--- config.mk ---
export PLATFORM = sky130hd
export DESIGN_NAME = alu_arbiter
export DESIGN_NICKNAME = d
export VERILOG_FILES = /design/src/rtl/alu_arbiter.sv
export SDC_FILE = /design/constraint.sdc
export NUM_CORES = 1
export LEC_CHECK = 0
export ABC_AREA = 0
export CAP_MARGIN = 0
export CORE_AREA = 10 10 117 119
export DETAILED_ROUTE_END_ITERATION = 12
export DIE_AREA = 0 0 127 129
export MAX_ROUTING_LAYER = met4
export PLACE_DENSITY_LB_ADDON = 0.25
export SKIP_CTS_REPAIR_TIMING = 1
export SLEW_MARGIN = 10
export SYNTH_ARGS = -nofsm -noshare
export SYNTH_HDL_FRONTEND = slang
export SYNTH_SLANG_ARGS = --single-unit
export TNS_END_PERCENT = 5
--- constraint.sdc ---
create_clock -name clk -period 4.75 [get_ports clk]
set_input_delay 0.95 -clock clk [delete_from_list [all_inputs] [get_ports clk]]
set_output_delay 0.95 -clock clk [all_outputs]
set_load 0.005 [all_outputs]
--- src/rtl/alu_arbiter.sv ---
// Round-robin arbiter sharing one combinational ALU between two requesters.
// Winner's operands are latched, executed for one cycle, and returned on a tagged response channel.
module alu_arbiter #(
    parameter int Data_Width = 32,
    parameter int Ctrl_Width = 4
) (
    input  logic                  clk,
    input  logic                  rst,
    input  logic                  req0_valid,
    output logic                  req0_ready,
    input  logic [Data_Width-1:0] req0_op1,
    input  logic [Data_Width-1:0] req0_op2,
    input  logic [Ctrl_Width-1:0] req0_ctrl,
    input  logic                  req1_valid,
    output logic                  req1_ready,
    input  logic [Data_Width-1:0] req1_op1,
    input  logic [Data_Width-1:0] req1_op2,
    input  logic [Ctrl_Width-1:0] req1_ctrl,
    output logic [Data_Width-1:0] alu_op1,
    output logic [Data_Width-1:0] alu_op2,
    output logic [Ctrl_Width-1:0] alu_ctrl,
    input  logic [Data_Width-1:0] alu_out,
    input  logic                  alu_eq,
    output logic                  rsp_valid,
    input  logic                  rsp_ready,
    output logic                  rsp_id,
    output logic [Data_Width-1:0] rsp_data,
    output logic                  rsp_eq,
    output logic                  rsp_err
);

    // state | meaning
    // IDLE  | arbitrate and accept one request
    // EXEC  | latched operands drive the ALU, result captured at cycle end
    // RESP  | response held until rsp_ready
    typedef enum logic [1:0] {IDLE, EXEC, RESP} state_t;

    localparam logic [Ctrl_Width-1:0] LAST_LEGAL = Ctrl_Width'(9);

    state_t                state;
    state_t                state_nxt;
    logic [Data_Width-1:0] op1_q;
    logic [Data_Width-1:0] op2_q;
    logic [Ctrl_Width-1:0] ctrl_q;
    logic                  id_q;
    logic                  last_grant;
    logic                  gnt_id;
    logic                  accept;
    logic                  illegal;

    // On conflict the requester that did not win last time gets the grant.
    always_comb begin
        gnt_id = req1_valid;
        if (req0_valid && req1_valid)
            gnt_id = ~last_grant;
    end

    assign accept  = (state == IDLE) && !rst && (req0_valid || req1_valid);
    assign illegal = ctrl_q > LAST_LEGAL;

    always_ff @(posedge clk) begin
        if (rst)
            state <= IDLE;
        else
            state <= state_nxt;
    end

    always_comb begin
        state_nxt = state;
        case (state)
            IDLE:    if (accept) state_nxt = EXEC;
            EXEC:    state_nxt = RESP;
            RESP:    if (rsp_ready) state_nxt = IDLE;
            default: state_nxt = IDLE;
        endcase
    end

    always_comb begin
        req0_ready = accept && !gnt_id;
        req1_ready = accept && gnt_id;
        alu_op1    = op1_q;
        alu_op2    = op2_q;
        alu_ctrl   = ctrl_q;
        if (state == EXEC && illegal)
            alu_ctrl = '0;
    end

    always_ff @(posedge clk) begin
        if (rst) begin
            op1_q      <= '0;
            op2_q      <= '0;
            ctrl_q     <= '0;
            id_q       <= 1'b0;
            last_grant <= 1'b1;
            rsp_valid  <= 1'b0;
            rsp_id     <= 1'b0;
            rsp_data   <= '0;
            rsp_eq     <= 1'b0;
            rsp_err    <= 1'b0;
        end else begin
            case (state)
                IDLE: begin
                    if (accept) begin
                        op1_q      <= gnt_id ? req1_op1  : req0_op1;
                        op2_q      <= gnt_id ? req1_op2  : req0_op2;
                        ctrl_q     <= gnt_id ? req1_ctrl : req0_ctrl;
                        id_q       <= gnt_id;
                        last_grant <= gnt_id;
                    end
                end
                EXEC: begin
                    rsp_valid <= 1'b1;
                    rsp_id    <= id_q;
                    rsp_err   <= illegal;
                    rsp_data  <= illegal ? '0 : alu_out;
                    rsp_eq    <= illegal ? 1'b0 : alu_eq;
                end
                RESP: begin
                    if (rsp_ready)
                        rsp_valid <= 1'b0;
                end
                default: ;
            endcase
        end
    end

endmodule

==> flow_summary.toml, run 1 <==
[status]
outcome = "completed"

[power]
vdd_drop_max_mv = 0.172
power.leakage_nw = 2.77
powerDensity_nw_per_um2 = 329
finalPower_mw = 2.44

[floorplan]
dieArea_um2 = 16400
dieHeight_um = 129
die_w_um = 127
initial_utilization_pct = 38.0
core_um2 = 11300
io_pins = 280
rows = 39

[detailed_routing]
drt_iter0_markers = 295
drc = 0
drt_wl_total_mm = 17.4
dr.pass1.iters = 5
via_count = 4689
antenna_left = 0
wire_per_inst_um = 19.6
vias_per_cell = 5.28

[setup_path]
start_kind = "primary input"
crit_slowest_cell = "or3_2"
path_common_cell = "clkdlybuf4s50_1"
reg2reg_to = "alu_op2[0]"
r2r_cells = 4
r2r-start = "state[1]"
crit_fanout = 12
worstPathCellList = "clkdlybuf4s50_1 > or3_2 > a211oi_4 > clkdlybuf4s50_1"
crit_type = "in2out"
r2r_setup_slack_ns = 2.45
worst_ep_required_time_ns = 3.80
cpPeakStageDelay_ns = 0.61
arrival_ns = 2.91
cp-end-kind = "output port"

[cells_and_area]
insertedDiodeCount = 0
fillCellCount = 935
drive_above_1_share_pct = 4.16
nets = 914
syn2layout_area_growth_pct = 72.6

[timing]
period_needed_ns = 3.86
tns_ns = 0
skew_ns = 0.00376
max-slew-margin-rel_pct = 25.6
worstMarginPinSlew_ns = 1.12
slew_violations = 0
fin_ws_ns = 0.889
rsz0062_at_grt = "no"
setup_viol = 0
fmax_mhz = 259
finalCritPeriodShare_pct = 81.3
hold_viol_final = 0

[yosys]
ys_warn_count = 0
syn-num-nets = 667
async_flop_share_pct = 0
syn-cell-area_um2 = 4310
synth_top_flop_cell = "dfxtp_1"
synth_cells = 493
synth_seq_cells = 108
ys_seq_area_share_pct = 50.2
ys_types = 27
synthMostInstantiatedCell = "nand2_1"
synth_area_leaders = "dfxtp_1 50%, a221o_1 16%, nand2_1 12%"
yosysTopAreaCell = "dfxtp_1"
yosys.area.top_type_share_pct = 50.2
synth_edf_count = 0
avgSynthCellArea_um2 = 8.73
ys_top_cells_by_count = "137 x nand2_1, 108 x dfxtp_1, 68 x a221o_1, 68 x nor3_1, 36 x a21oi_1"

[place]
place_ws_ns = 0.886
dpl.hpwl_mm = 13.3
globalplace.congestion = 0.796
io_buffer_count = 279

[clocking]
cts_max_level = 3
cts.reportedPaths.clkPinSlew_ns = 0.07
cts_tree = "done"
root_buffer = "clkbuf_16"
cts_max_path_buffers = 2
clock_latency_ns = 0.34
numCtsBuffers = 9
clock_sinks = 108

[hold_path]
worstHoldPathCells = 2
min_to = "rsp_data[19]"
hp-start = "rsp_data[19]"
min_path_type = "reg2reg"

[global_route]
antenna_found_initial = 0
grt_max_degree = 71
grt_util_met1_pct = 22.2
grt_pass1_wl_mm = 26.4
grt_pass1_vias = 4842
gr-usage-all-layers_pct = 20.7
grt-ovfl-total = 0
grt_util_met3_pct = 9.73
top_usage_layer = "met2"
met2_usage_pct = 33.7

[run]
drv_cap = 0
-- power by group --
| part | internal, mW | leakage [nW] | switching [mW] | total, mW |
|---|---|---|---|---|
| Combinational | 0.342 | 1.73 | 0.213 | 0.555 |
| Clock | 0.513 | 0.161 | 0.329 | 0.843 |
| Sequential | 0.991 | 0.888 | 0.0521 | 1.04 |
| Total | 1.85 | 2.77 | 0.594 | 2.44 |
-- cells in the final DEF (no fill, tap or decap), drive strengths merged --
cell,netlist,routed
a211oi,1,1
bufinv,0,3
clkdlybuf4s50,0,278
nand2,137,137
dfxtp,108,108
nor2b,1,1
or3b,2,2
o21a,1,1
and2b,1,1
inv,2,2
a21o,1,1
nand3b,2,2
nor3,68,68
and2,3,3
clkinvlp,0,2
buf,17,8
nor2,4,4
nand2b,1,1
a221o,68,68
nor3b,1,1
clkinv,0,2
a21oi,36,36
o31a,1,1
or2,1,1
or3,1,1
o21ai,3,3
clkbuf,33,9
-- state kept, by name, indices dropped and copies added, names as in the netlist --
signal / count
id_q: 1
alu_op1: 32
ctrl_q: 4
state: 2
rsp_eq: 1
alu_op2: 32
rsp_data: 32
rsp_valid: 1
rsp_id: 1
last_grant: 1
rsp_err: 1
-- per-stage QoR --
step / cell area, um2 / hold slack, ns / util, % / std cells
6_report: 7430 / 0.454 / 65.6 / 888
2_1_floorplan: 4310 / 0.426 / - / 493
3_3_place_gp: 7080 / 0.436 / 62.6 / 872
5_1_grt: 7430 / 0.478 / 65.6 / 888
4_1_cts: 7420 / 0.457 / 65.6 / 888
3_5_place_dp: 7080 / 0.447 / 62.6 / 872
-- cell type report --
type                       instances  area (um2)  area share, %
clock buffer                       9         225           3.03
clock inverter                     7         115           1.55
tap                              143         179           2.41
timing repair buffer             286        2840           38.2
sequential                       108        2160           29.1
inverter                           2        7.51          0.101
multi-input combinational        333        1900           25.6
-- kinds of logic after synthesis --
logic type / share of synthesized area [%]
flip-flops: 50.2
AND/OR/NAND/NOR: 22.3
AO/OA/AOI/OAI: 21.4
buffers and inverters: 6.10
-- metal layers --
metal / vias to the layer above / share of wire, %
li1: 2258 / -
met1: 2164 / 38
met2: 248 / 49
met3: 19 / 11
met4: 0 / 1.4
met5: - / 0
-- critical path, delay by kind of cell --
| kind | cells | cell delay, ns |
|---|---|---|
| AO/OA/AOI/OAI | 1 | 0.28 |
| buffers and inverters | 2 | 1.07 |
| AND/OR/NAND/NOR | 1 | 0.61 |
-- worst max path at each step --
| stage | from | to | cells past startpoint |
|---|---|---|---|
| after global placement | rst | req1_ready | 4 |
| final | rst | req1_ready | 4 |
| after detailed placement | rst | req1_ready | 4 |
| after floorplan | rst | req1_ready | 4 |
| after CTS | rst | req1_ready | 4 |
| after global routing | rst | req1_ready | 4 |
Note: power is estimated with default switching activity, not from simulation.
==> run 2: changes to the inputs <==
Settings changed: CORE_AREA 10 10 117 119 to 10 10 126 128, DIE_AREA 0 0 127 129 to 0 0 136 138.
Clock period 4.75 ns to 3.48 ns, I/O delays scaled along.
==> run 2 against run 1 <==
  * Register-to-register slack worse by 1.2 ns
  * Clock power is 26% higher
  * Wire length increased by 2.2%
  * Total power grew 33%
  * Sequential cell count did not move
  * Utilization down 10 points
  * Largest cell class unchanged
==> flow_summary.toml, run 2 (synthesis results as in run 1) <==
[floorplan]
io_pins = 280
initial_utilization_pct = 31.9
rows = 43
dieArea_um2 = 18800
core_um2 = 13500
die_w_um = 136
dieHeight_um = 138

[place]
globalplace.congestion = 0.782
dpl.hpwl_mm = 13.2
io_buffer_count = 279

[clocking]
numCtsBuffers = 9
cts_max_path_buffers = 2
cts_max_level = 3
clock_latency_ns = 0.34
cts.reportedPaths.clkPinSlew_ns = 0.07
root_buffer = "clkbuf_16"
clock_sinks = 108
cts_tree = "done"

[cells_and_area]
layout_common_cells = "278 x clkdlybuf4s50_1, 137 x nand2_1, 108 x dfxtp_1"
drive_above_1_share_pct = 4.29
fillCellCount = 1236
nets = 915
layout_commonest_cell = "clkdlybuf4s50_1"
syn2layout_area_growth_pct = 73.5

[detailed_routing]
antenna_left = 0
vias_per_cell = 5.08
drt_wl_total_mm = 17.8
via_count = 4713
drc = 0
wire_per_inst_um = 19.2
dr.pass1.iters = 5
drt_iter0_markers = 267

[hold_path]
min_path_type = "reg2reg"

[power]
powerDensity_nw_per_um2 = 435
vdd_drop_max_mv = 0.212
power.leakage_nw = 2.77

[setup_path]
cp-end-kind = "output port"
crit_fanout = 4
crit_type = "in2out"
arrival_ns = 2.44
start_kind = "primary input"
worst_ep_required_time_ns = 2.78

[global_route]
antenna_found_initial = 1
grt_max_degree = 71
grt_pass1_wl_mm = 27.1
grt_pass1_vias = 4859
grt-ovfl-total = 0
gr-usage-all-layers_pct = 18.4

[timing]
max-slew-margin-rel_pct = 25.8
rsz0062_at_grt = "no"
tns_ns = 0
hold_viol_final = 0
skew_ns = 0.00740
worstMarginPinSlew_ns = 1.11
period_needed_ns = 3.14
whs_ns = 0.456
finalCritPeriodShare_pct = 90.1
setup_viol = 0
fmax_mhz = 319
slew_violations = 0

[run]
drv_cap = 0

[status]
outcome = "completed"
-- run 2: changes by cell type in the layout (fill, tap and decap cells not counted) --
cell | previous run | this run
clkinv_2 | 2 | 0
clkinvlp_4 | 2 | 1
bufinv_16 | 3 | 1
buf_12 | 0 | 1
diode_2 | 0 | 1
inv_6 | 0 | 2
clkinv_4 | 0 | 2
inv_8 | 0 | 1
-- run 2: cell type report --
class                   count  area (um2)  area share (%)
diodes                      1        2.50          0.0335
clock buffers               9         225            3.02
clock inverters             7        83.8            1.12
inverters                   2        7.51           0.101
multi-input cells         333        1900            25.5
flip-flops and latches    108        2160            28.9
well taps                 180         225            3.02
repair buffers            287        2860            38.3
-- run 2: layer usage --
metal,GRT usage (%),up-vias,routed length [um]
li1,-,2277,-
met1,20.6,2236,7200
met2,30.6,186,8850
met3,6.34,14,1450
met4,4.99,0,262
met5,-,-,0
-- run 2: worst paths after layout --
path	from	end	slack, ns	cells after the start
worst min-delay path	rsp_data[3]	rsp_data[3]	0.46	2
worst max-delay path	rst	req1_ready	0.34	4
worst min register to register	rsp_data[3]	rsp_data[3]	0.46	2
worst max register to register	state[1]	alu_op2[2]	1.30	4
-- run 2: where the power goes --
| part | total, mW | switching (mW) | internal [mW] |
|---|---|---|---|
| clock | 1.06 | 0.488 | 0.572 |
| sequential | 1.42 | 0.0704 | 1.35 |
| combinational | 0.767 | 0.296 | 0.471 |
-- run 2: critical path: stages --
cell and delay, ns:
clkdlybuf4s50_1 0.43, or3_2 0.50, a211oi_4 0.24, clkdlybuf4s50_1 0.57
-- run 2: through the flow --
step | instance area, um2 | power [mW] | setup WS [ns] | util [%] | instances
global placement | 7150 | 2.21 | 0.366 | 52.9 | 910
CTS | 7460 | 3.30 | 0.334 | 55.2 | 926
global route | 7470 | 3.42 | 0.306 | 55.3 | 927
floorplan | 4310 | 1.72 | 1.02 | - | 493
finish | 7470 | 3.25 | 0.344 | 55.3 | 927
detailed placement | 7150 | 2.22 | 0.360 | 52.9 | 910
==> run 3: changes to the inputs <==
Settings changed: PLACE_DENSITY set to 0.81, PLACE_DENSITY_LB_ADDON 0.25 to not set.
==> run 3 against run 2 <==
  * Global-route usage fell by 1.1 points
  * Total power fell by 0.52%
  * Utilization fell by 0.065 points
  * Wire length fell by 4.1%
  * Critical path depth did not move
  * Combinational power fell by 1%
  * Critical endpoint unchanged
  * First-iteration DRC count fell by 14%
  * Register-to-register slack got worse by 0.04 ns
  * Sequential cell count did not move
  * Via count fell by 2.4%
  * Worst hold slack got worse by 0.0015 ns
==> flow_summary.toml, run 3 (synthesis results as in run 1) <==
[status]
outcome = "completed"

[setup_path]
worstPathCellList = "clkdlybuf4s50_1 > or3_2 > a211oi_4 > clkdlybuf4s50_1"
crit_fanout = 4
worst_ep_required_time_ns = 2.78
cpPeakStageDelay_ns = 0.57
crit_type = "in2out"
start_kind = "primary input"
arrival_ns = 2.43
path_common_cell = "clkdlybuf4s50_1"
cp-end-kind = "output port"
crit_slowest_cell = "clkdlybuf4s50_1"

[place]
globalplace.congestion = 0.811
dp.cells = 911
dpl.hpwl_mm = 12.4
io_buffer_count = 279
dpl_cell_area_um2 = 7160
place_ws_ns = 0.368

[cells_and_area]
insertedDiodeCount = 0
syn2layout_area_growth_pct = 73.3
fin_util_pct = 55.2
multi_input_area_um2 = 1890
final-seq-area_um2 = 2160
fillCellCount = 1185
layout_commonest_cell = "clkdlybuf4s50_1"
drive_above_1_share_pct = 4.28
nets = 916
layout.cells.non_filler = 927
layout_common_cells = "278 x clkdlybuf4s50_1, 137 x nand2_1, 108 x dfxtp_1"
stdcell_area_um2 = 7460

[timing]
max-slew-margin-rel_pct = 23.1
fin_ws_ns = 0.358
finalCritPeriodShare_pct = 89.7
worstMarginPinSlew_ns = 1.15
rsz0062_at_grt = "no"
skew_ns = 0.00749
setup_viol = 0
whs_ns = 0.455
hold_viol_final = 0
slew_violations = 0
fmax_mhz = 320
period_needed_ns = 3.12
tns_ns = 0

[floorplan]
die_w_um = 136
dieHeight_um = 138
io_pins = 280
rows = 43
dieArea_um2 = 18800
initial_utilization_pct = 31.9
core_um2 = 13500

[detailed_routing]
dr.pass1.iters = 4
wire_per_inst_um = 18.4
vias_per_cell = 4.96
drt_iter0_markers = 230
drt_wl_total_mm = 17.0
antenna_left = 0
drc = 0
via_count = 4601

[clocking]
cts_max_path_buffers = 2
clock_latency_ns = 0.35
cts_max_level = 3
cts.reportedPaths.clkPinSlew_ns = 0.07
root_buffer = "clkbuf_16"
cts_tree = "done"
numCtsBuffers = 9
clock_sinks = 108

[power]
powerDensity_nw_per_um2 = 433
power.leakage_nw = 2.77
finalPower_mw = 3.23
vdd_drop_max_mv = 0.215

[global_route]
grt_pass1_wl_mm = 25.7
gr-usage-all-layers_pct = 17.4
grt_max_degree = 71
grt-ovfl-total = 0
grt_pass1_vias = 4705
antenna_found_initial = 0

[run]
drv_cap = 0

[hold_path]
min_path_type = "reg2reg"
[run 3: cell types whose count changed in the layout (fill, tap and decap cells not counted), sizes merged]
cell / previous run / this run
diode: 1 / 0
inv: 5 / 3
buf: 9 / 10
clkbuf: 9 / 10
clkinvlp: 1 / 2
[run 3: routing by layer]
metal / vias up / global-route usage (%) / wire length (um)
li1: 2267 / - / -
met1: 2112 / 20.1 / 7200
met2: 203 / 28.4 / 8200
met3: 19 / 5.18 / 1370
met4: 0 / 5.22 / 259
met5: - / - / 0
[run 3: worst paths after layout]
| kind | cells after the start | to | from | slack (ns) |
|---|---|---|---|---|
| max | 4 | req1_ready | rst | 0.36 |
| min | 2 | rsp_data[7] | rsp_data[7] | 0.46 |
| max reg2reg | 4 | alu_op2[4] | state[1] | 1.26 |
| min reg2reg | 2 | rsp_data[7] | rsp_data[7] | 0.46 |
[run 3: power by group]
part	total (mW)	internal (mW)	switching (mW)
registers	1.42	1.35	0.0714
logic	0.758	0.471	0.287
clock network	1.05	0.567	0.485
total	3.23	2.39	0.843
[run 3: final cells by class]
type | instances | area share [%]
clock buffer | 10 | 3.07
clock inverter | 6 | 0.990
tap | 180 | 3.02
multi-input combinational | 333 | 25.4
inverter | 2 | 0.101
timing repair buffer | 288 | 38.4
sequential | 108 | 29.0
[run 3: critical path: cells and delay by family]
family / cells / cell delay, ns
simple gates: 1 / 0.49
compound gates: 1 / 0.25
buf+inv: 2 / 0.99
